File: src/rtl/mult_arb_if.sv
// Bundle of requester, multiplier and result signals for the two-requester multiplier arbiter.
// The slave modport is the arbiter's view; master is the surrounding environment.
interface mult_arb_if #(
    parameter int TAG_W = 4
) ();
    logic             req0_valid;
    logic             req0_ready;
    logic [23:0]      req0_a;
    logic [23:0]      req0_b;
    logic [TAG_W-1:0] req0_tag;

    logic             req1_valid;
    logic             req1_ready;
    logic [23:0]      req1_a;
    logic [23:0]      req1_b;
    logic [TAG_W-1:0] req1_tag;

    logic [23:0]      mul_a;
    logic [23:0]      mul_b;
    logic             mul_start;
    logic [47:0]      mul_prod;

    logic             res_valid;
    logic             res_ready;
    logic [47:0]      res_prod;
    logic             res_id;
    logic [TAG_W-1:0] res_tag;

    logic [3:0]       inflight;
    logic             busy;

    modport slave (
        input  req0_valid, req0_a, req0_b, req0_tag,
        input  req1_valid, req1_a, req1_b, req1_tag,
        input  mul_prod, res_ready,
        output req0_ready, req1_ready,
        output mul_a, mul_b, mul_start,
        output res_valid, res_prod, res_id, res_tag,
        output inflight, busy
    );

    modport master (
        output req0_valid, req0_a, req0_b, req0_tag,
        output req1_valid, req1_a, req1_b, req1_tag,
        output mul_prod, res_ready,
        input  req0_ready, req1_ready,
        input  mul_a, mul_b, mul_start,
        input  res_valid, res_prod, res_id, res_tag,
        input  inflight, busy
    );
endinterface

File: src/rtl/mult_arb.sv
// Round-robin arbiter feeding an external PIPE_LAT-stage 24x24 multiplier; a slot
// tracker mirrors each multiplier stage so the final product carries its requester id and tag.
module mult_arb #(
    parameter int TAG_W    = 4,
    parameter int PIPE_LAT = 5
) (
    input  logic          clk,
    input  logic          rst,
    mult_arb_if.slave     bus
);

    logic [PIPE_LAT-1:0] r_slot_vld;
    logic                r_slot_id  [PIPE_LAT];
    logic [TAG_W-1:0]    r_slot_tag [PIPE_LAT];
    logic                r_last;
    logic [3:0]          r_inflight;

    logic                w_res_valid;
    logic                w_adv;
    logic                w_gnt_vld;
    logic                w_gnt_id;
    logic [TAG_W-1:0]    w_gnt_tag;
    logic                w_res_hs;

    // NOTE: every signal gets a default first so no path through this block infers a latch.
    always_comb begin
        w_res_valid = r_slot_vld[PIPE_LAT-1] && !rst;
        w_adv       = !w_res_valid || bus.res_ready;
        w_gnt_vld   = 1'b0;
        w_gnt_id    = 1'b0;
        if (!rst && w_adv) begin
            if (bus.req0_valid && bus.req1_valid) begin
                w_gnt_vld = 1'b1;
                w_gnt_id  = ~r_last;
            end else if (bus.req0_valid) begin
                w_gnt_vld = 1'b1;
                w_gnt_id  = 1'b0;
            end else if (bus.req1_valid) begin
                w_gnt_vld = 1'b1;
                w_gnt_id  = 1'b1;
            end
        end
        w_gnt_tag = w_gnt_id ? bus.req1_tag : bus.req0_tag;
        w_res_hs  = w_res_valid && bus.res_ready;
    end

    assign bus.req0_ready = w_gnt_vld && !w_gnt_id;
    assign bus.req1_ready = w_gnt_vld &&  w_gnt_id;
    assign bus.mul_a      = !w_gnt_vld ? '0 : (w_gnt_id ? bus.req1_a : bus.req0_a);
    assign bus.mul_b      = !w_gnt_vld ? '0 : (w_gnt_id ? bus.req1_b : bus.req0_b);
    assign bus.mul_start  = w_adv;
    assign bus.res_valid  = w_res_valid;
    assign bus.res_prod   = bus.mul_prod;
    assign bus.res_id     = r_slot_id[PIPE_LAT-1];
    assign bus.res_tag    = r_slot_tag[PIPE_LAT-1];
    assign bus.inflight   = rst ? 4'd0 : r_inflight;
    assign bus.busy       = !rst && (r_inflight != 4'd0);

    // NOTE: sequential state uses non-blocking assignments so every stage samples pre-edge values.
    always_ff @(posedge clk) begin
        if (rst) begin
            r_slot_vld <= '0;
            r_last     <= 1'b1;
            r_inflight <= 4'd0;
        end else begin
            if (w_adv) begin
                r_slot_vld[0] <= w_gnt_vld;
                for (int k = PIPE_LAT - 1; k > 0; k--) begin
                    r_slot_vld[k] <= r_slot_vld[k-1];
                end
            end
            if (w_gnt_vld) begin
                r_last <= w_gnt_id;
            end
            if (w_gnt_vld && !w_res_hs) begin
                r_inflight <= r_inflight + 4'd1;
            end else if (!w_gnt_vld && w_res_hs) begin
                r_inflight <= r_inflight - 4'd1;
            end
        end
    end

    // NOTE: id/tag storage is not reset; the slot valids alone decide whether a slot means anything.
    always_ff @(posedge clk) begin
        if (w_adv) begin
            r_slot_id[0]  <= w_gnt_id;
            r_slot_tag[0] <= w_gnt_tag;
            for (int k = PIPE_LAT - 1; k > 0; k--) begin
                r_slot_id[k]  <= r_slot_id[k-1];
                r_slot_tag[k] <= r_slot_tag[k-1];
            end
        end
    end

endmodule

File: src/flat_wrapper.sv
// flat-port wrapper written by rule: the top's interface ports become plain ports
module mult_arb_flat 
#(
    parameter int TAG_W    = 4,
    parameter int PIPE_LAT = 5
)
  (clk, rst, bus_req0_valid, bus_req0_a, bus_req0_b, bus_req0_tag, bus_req1_valid, bus_req1_a, bus_req1_b, bus_req1_tag, bus_mul_prod, bus_res_ready, bus_req0_ready, bus_req1_ready, bus_mul_a, bus_mul_b, bus_mul_start, bus_res_valid, bus_res_prod, bus_res_id, bus_res_tag, bus_inflight, bus_busy);
  mult_arb_if #(.TAG_W(TAG_W)) bus_i ();
  input  logic clk;
  input  logic rst;
  input wire logic [$bits(bus_i.req0_valid)-1:0] bus_req0_valid;
  input wire logic [$bits(bus_i.req0_a)-1:0] bus_req0_a;
  input wire logic [$bits(bus_i.req0_b)-1:0] bus_req0_b;
  input wire logic [$bits(bus_i.req0_tag)-1:0] bus_req0_tag;
  input wire logic [$bits(bus_i.req1_valid)-1:0] bus_req1_valid;
  input wire logic [$bits(bus_i.req1_a)-1:0] bus_req1_a;
  input wire logic [$bits(bus_i.req1_b)-1:0] bus_req1_b;
  input wire logic [$bits(bus_i.req1_tag)-1:0] bus_req1_tag;
  input wire logic [$bits(bus_i.mul_prod)-1:0] bus_mul_prod;
  input wire logic [$bits(bus_i.res_ready)-1:0] bus_res_ready;
  output wire logic [$bits(bus_i.req0_ready)-1:0] bus_req0_ready;
  output wire logic [$bits(bus_i.req1_ready)-1:0] bus_req1_ready;
  output wire logic [$bits(bus_i.mul_a)-1:0] bus_mul_a;
  output wire logic [$bits(bus_i.mul_b)-1:0] bus_mul_b;
  output wire logic [$bits(bus_i.mul_start)-1:0] bus_mul_start;
  output wire logic [$bits(bus_i.res_valid)-1:0] bus_res_valid;
  output wire logic [$bits(bus_i.res_prod)-1:0] bus_res_prod;
  output wire logic [$bits(bus_i.res_id)-1:0] bus_res_id;
  output wire logic [$bits(bus_i.res_tag)-1:0] bus_res_tag;
  output wire logic [$bits(bus_i.inflight)-1:0] bus_inflight;
  output wire logic [$bits(bus_i.busy)-1:0] bus_busy;
  assign bus_i.req0_valid = bus_req0_valid;
  assign bus_i.req0_a = bus_req0_a;
  assign bus_i.req0_b = bus_req0_b;
  assign bus_i.req0_tag = bus_req0_tag;
  assign bus_i.req1_valid = bus_req1_valid;
  assign bus_i.req1_a = bus_req1_a;
  assign bus_i.req1_b = bus_req1_b;
  assign bus_i.req1_tag = bus_req1_tag;
  assign bus_i.mul_prod = bus_mul_prod;
  assign bus_i.res_ready = bus_res_ready;
  assign bus_req0_ready = bus_i.req0_ready;
  assign bus_req1_ready = bus_i.req1_ready;
  assign bus_mul_a = bus_i.mul_a;
  assign bus_mul_b = bus_i.mul_b;
  assign bus_mul_start = bus_i.mul_start;
  assign bus_res_valid = bus_i.res_valid;
  assign bus_res_prod = bus_i.res_prod;
  assign bus_res_id = bus_i.res_id;
  assign bus_res_tag = bus_i.res_tag;
  assign bus_inflight = bus_i.inflight;
  assign bus_busy = bus_i.busy;
  mult_arb #(.TAG_W(TAG_W), .PIPE_LAT(PIPE_LAT)) u_core (.clk(clk), .rst(rst), .bus(bus_i));
endmodule
File: config.mk
export PLATFORM = sky130hd
export DESIGN_NAME = mult_arb_flat
export DESIGN_NICKNAME = d
export VERILOG_FILES = /design/src/rtl/mult_arb_if.sv /design/src/rtl/mult_arb.sv /design/src/flat_wrapper.sv
export SDC_FILE = /design/constraint.sdc
export NUM_CORES = 1
export LEC_CHECK = 0
export BUFFER_PORTS_ARGS = -buffer_cell sky130_fd_sc_hd__buf_2
export CORE_AREA = 2 2 103 105
export DETAILED_ROUTE_END_ITERATION = 16
export DIE_AREA = 0 0 105 107
export PLACE_DENSITY_LB_ADDON = 0.1
export RECOVER_POWER = 50
export SYNTH_ARGS = -nofsm -noshare
export SYNTH_HDL_FRONTEND = slang
export SYNTH_SLANG_ARGS = --single-unit
File: constraint.sdc
create_clock -name clk -period 7 [get_ports clk]
set_input_delay 0.35 -clock clk [delete_from_list [all_inputs] [get_ports clk]]
set_output_delay 0.35 -clock clk [all_outputs]
set_load 0.02 [all_outputs]
==> impl_results.rst <==
.. list-table::
   :header-rows: 1

   * - Metric
     - Value
   * - Status
     - complete, no violations
   * - Clk root buf
     - clkbuf_8
   * - Fillers
     - 1146
   * - Hold buffers post-CTS
     - 0
   * - Most repeated cell in the gate-level netlist after synthesis
     - buf_4
   * - Overall die height
     - 107 um
   * - Slowest stage cell, crit path
     - clkbuf_1
   * - Mean post-synth cell area
     - around 11 um2
   * - Global placer's final weighted congestion
     - 0.723
   * - Maximum single-stage delay on the critical path
     - approximately 1000 ps
   * - Detailed router's first-iteration violation count
     - 53
   * - TritonRoute pass-1 iters
     - 4
   * - Setup slack on the worst flop-to-flop path
     - just over 4000 ps
   * - Global-route usage over all layers
     - a little under an eighth
   * - CP endpoint kind
     - primary output
   * - Standard-cell rows
     - 37
   * - Maximum fanout encountered on the critical timing path
     - 27
   * - Final clock period utilization by the worst path
     - between 40 and 50%
   * - Overflow left after global routing
     - 0
   * - Number of buffers created by CTS
     - 5
   * - Proportion of layout cells with a drive suffix above 1
     - roughly 57%
   * - Pins Over Slew Limit
     - 0
   * - Post-CTS Repair Setup Buffers
     - 0
   * - Routed via count divided by cell count
     - between 4 and 5
   * - Area of the core region
     - 10100 um2
   * - Total of cells resized after clock tree synthesis
     - 0
   * - Area grow syn2layout
     - 31.2%
   * - Total half-perimeter wirelength after legalization and detailed placement
     - roughly 5300 um
   * - Number of distinct library cell variants in the gate-level netlist after synthesis
     - 27
   * - Setup total negative slack
     - 0 ps
   * - Initial antenna violation count
     - 1
   * - Gate count after technology mapping
     - between 200 and 250
   * - Final Cell Area
     - 2910 um2
   * - EDFF count, synth
     - 25
   * - Area contributors post-synth
     - edfxtp_1 34%, a22o_1 18%, buf_4 18%
   * - Arrival time worst endpoint
     - 2670 ps
   * - Clock skew
     - ~5.9 ps
   * - Ant. Diodes
     - 0
   * - H-Tree Depth
     - 2
   * - Post-synth top area share
     - between 30% and 40%
   * - Number of global-route vias before repair
     - about 2000
   * - Hold/Removal Path Class
     - in2reg
   * - Seq cells post-synth
     - 35
   * - Mapped cell area
     - 2220 um2
   * - Transition at the pin with the smallest max-transition slack
     - 1420 ps
   * - CP bufs+invs
     - 3
   * - Required time at the endpoint of the critical path
     - between 6000 and 7000 ps
   * - Peak ir drop on the vdd network
     - slightly above 70 uV
   * - DRC viols
     - 0
   * - Count of final hold-check violations
     - 0
   * - Synthesized netlist net count
     - 366
   * - Net count, final
     - 480
   * - I/O pin count
     - ~270
   * - Antenna violation net count after detailed routing
     - 0
   * - Starting utilization of the core area
     - between 20% and 30%
   * - Setup-violating endpoint count in the final report
     - 0
   * - Maximum frequency from static timing analysis
     - ~0.33 GHz
   * - Post-synthesis sequential area ratio
     - between 40% and 50%
   * - Total placed instance area
     - 2810 um2
   * - Largest net degree at the start of global routing
     - 55
   * - Share of flip-flops with an asynchronous set or reset
     - 0%
   * - Setup WS post-layout
     - 3980 ps
   * - Wire length of the first global-routing pass
     - 9910 um
   * - Clock-pin slew reported for the worst setup and hold paths after clock tree synthesis
     - around 70 ps
   * - Max_cap viols
     - 0
   * - Unrepaired setup endpoints after global routing
     - no
   * - Count of port buffers added during placement
     - 170
   * - Count of vias placed by the detailed router
     - 1932
   * - Area leader, netlist
     - edfxtp_1
   * - Pre-CTS setup slack
     - just under 4000 ps
   * - Leak Pwr
     - between 1 and 1.5 nW
   * - Die X-Extent
     - 105 um
   * - Total Die Area
     - 11200 um2
   * - Clock Latency Late Sink
     - 280 ps
   * - Max-slew headroom
     - between 5 and 6%
   * - Post-layout minimum cycle time
     - around 3000 ps
   * - Cell occurring most often along the worst timing path
     - clkbuf_1
   * - Leading register cell type out of synthesis
     - edfxtp_1
   * - Post-detailed-routing wire length
     - ~6700 um
   * - CP Class
     - in2out
   * - Cell class contributing the biggest share of worst-path delay
     - buffers and inverters
   * - Clock tree from TritonCTS
     - yes
   * - Worst-case clock buffer depth
     - 2
   * - Sink count of the clock tree
     - 35
   * - Crit start category
     - input pin
   * - Post-Route Utilization
     - about 29%
   * - Commonest cells in the synthesized netlist
     - 53 x buf_4, 46 x a22o_1, 25 x edfxtp_1, 16 x nor2_1, 10 x dfxtp_1
   * - Syn. warnings
     - 0
   * - Cells traversed along the worst timing path
     - clkbuf_1, nor2b_1, nand2b_1, clkbuf_1, buf_2
   * - WL/cell
     - around 15 um
   * - Power per cell area
     - between 150 and 200 nW/um2
==> registers in the layout, indices dropped and copies added, names as in the netlist <==
| signal | count |
|---|---|
| u_core.r_slot_id | 5 |
| u_core.r_inflight | 4 |
| u_core.r_last | 1 |
| u_core.r_slot_vld | 5 |
| u_core.r_slot_tag | 20 |
==> final timing paths <==
kind | end | from | depth (start not counted)
max reg2reg | u_core.r_inflight[3] | u_core.r_slot_vld[4] | 11
min reg2reg | u_core.r_slot_tag[0][12] | u_core.r_slot_tag[0][8] | 0
max | bus_mul_start | rst | 5
min | u_core.r_slot_tag[0][0] | bus_req1_tag[0] | 2
==> per-stage QoR <==
stage          hold WS, ps  power, W  cells
2_1_floorplan          400  0.000380    205
3_3_place_gp           402  0.000401    448
3_5_place_dp           405  0.000401    448
4_1_cts                359  0.000583    456
5_1_grt                364  0.000605    456
6_report               362  0.000574    456
==> report_power, final <==
part / total [W] / switching [W] / leakage [nW] / internal, W
combinational: 0.000147 / 0.0000810 / 1.05 / 0.0000656
sequential: 0.000248 / 0.00000753 / 0.353 / 0.000240
clock: 0.000180 / 0.0000741 / 0.0581 / 0.000106
total: 0.000574 / 0.000163 / 1.47 / 0.000412
==> logic make-up (layout without fill, tap and decap cells) <==
| family | after synthesis | after routing | share of synthesized area (%) |
|---|---|---|---|
| xor gates and xnor gates | 2 | 2 | 0.789 |
| buffers and inverters | 70 | 185 | 21.3 |
| muxes | 10 | 10 | 4.79 |
| adders and majority gates | 4 | 4 | 2.59 |
| AOI/OAI and AO/OA | 57 | 57 | 22.2 |
| DFF | 35 | 35 | 42.8 |
| and+or+nand+nor | 27 | 27 | 5.58 |
==> area by class of cell <==
type                       count  area, um2  share of cell area [%]
clock buffer                   5       68.8                    2.36
multi-input combinational    100        802                    27.5
timing repair buffer         173        862                    29.6
inverter                       4       15.0                   0.515
sequential                    35        951                    32.6
tap                          136        170                    5.84
clock inverter                 3       43.8                    1.50
==> worst reg2reg max path: cells and delay by family (launching register included) <==
family,cells,cell delay [ps]
and+or+nand+nor,2,720
DFF,1,320
AOI/OAI and AO/OA,4,680
adders and majority gates,2,500
muxes,1,340
buffers and inverters,2,250
==> layout by cell type, fill, tap and decap left out, types with 2 or more instances in the layout <==
master    count
nor2_1       16
o21ai_0       3
ha_1          3
mux2i_1       5
edfxtp_1     25
dfxtp_1      10
buf_2       164
inv_1         4
clkbuf_8      5
nor2b_1       6
a21oi_1       3
clkbuf_1      7
mux2_2        5
buf_4         2
a22o_1       46
==> layer usage <==
metal | track usage [%] | vias to the layer above | routed length (um)
met5 | 0 | - | 0
met4 | 5.14 | 0 | 166
met3 | 5.59 | 14 | 750
met2 | 18.0 | 125 | 3170
met1 | 12.7 | 869 | 2570
li1 | - | 924 | -
Power figures use the tool's default switching activity.
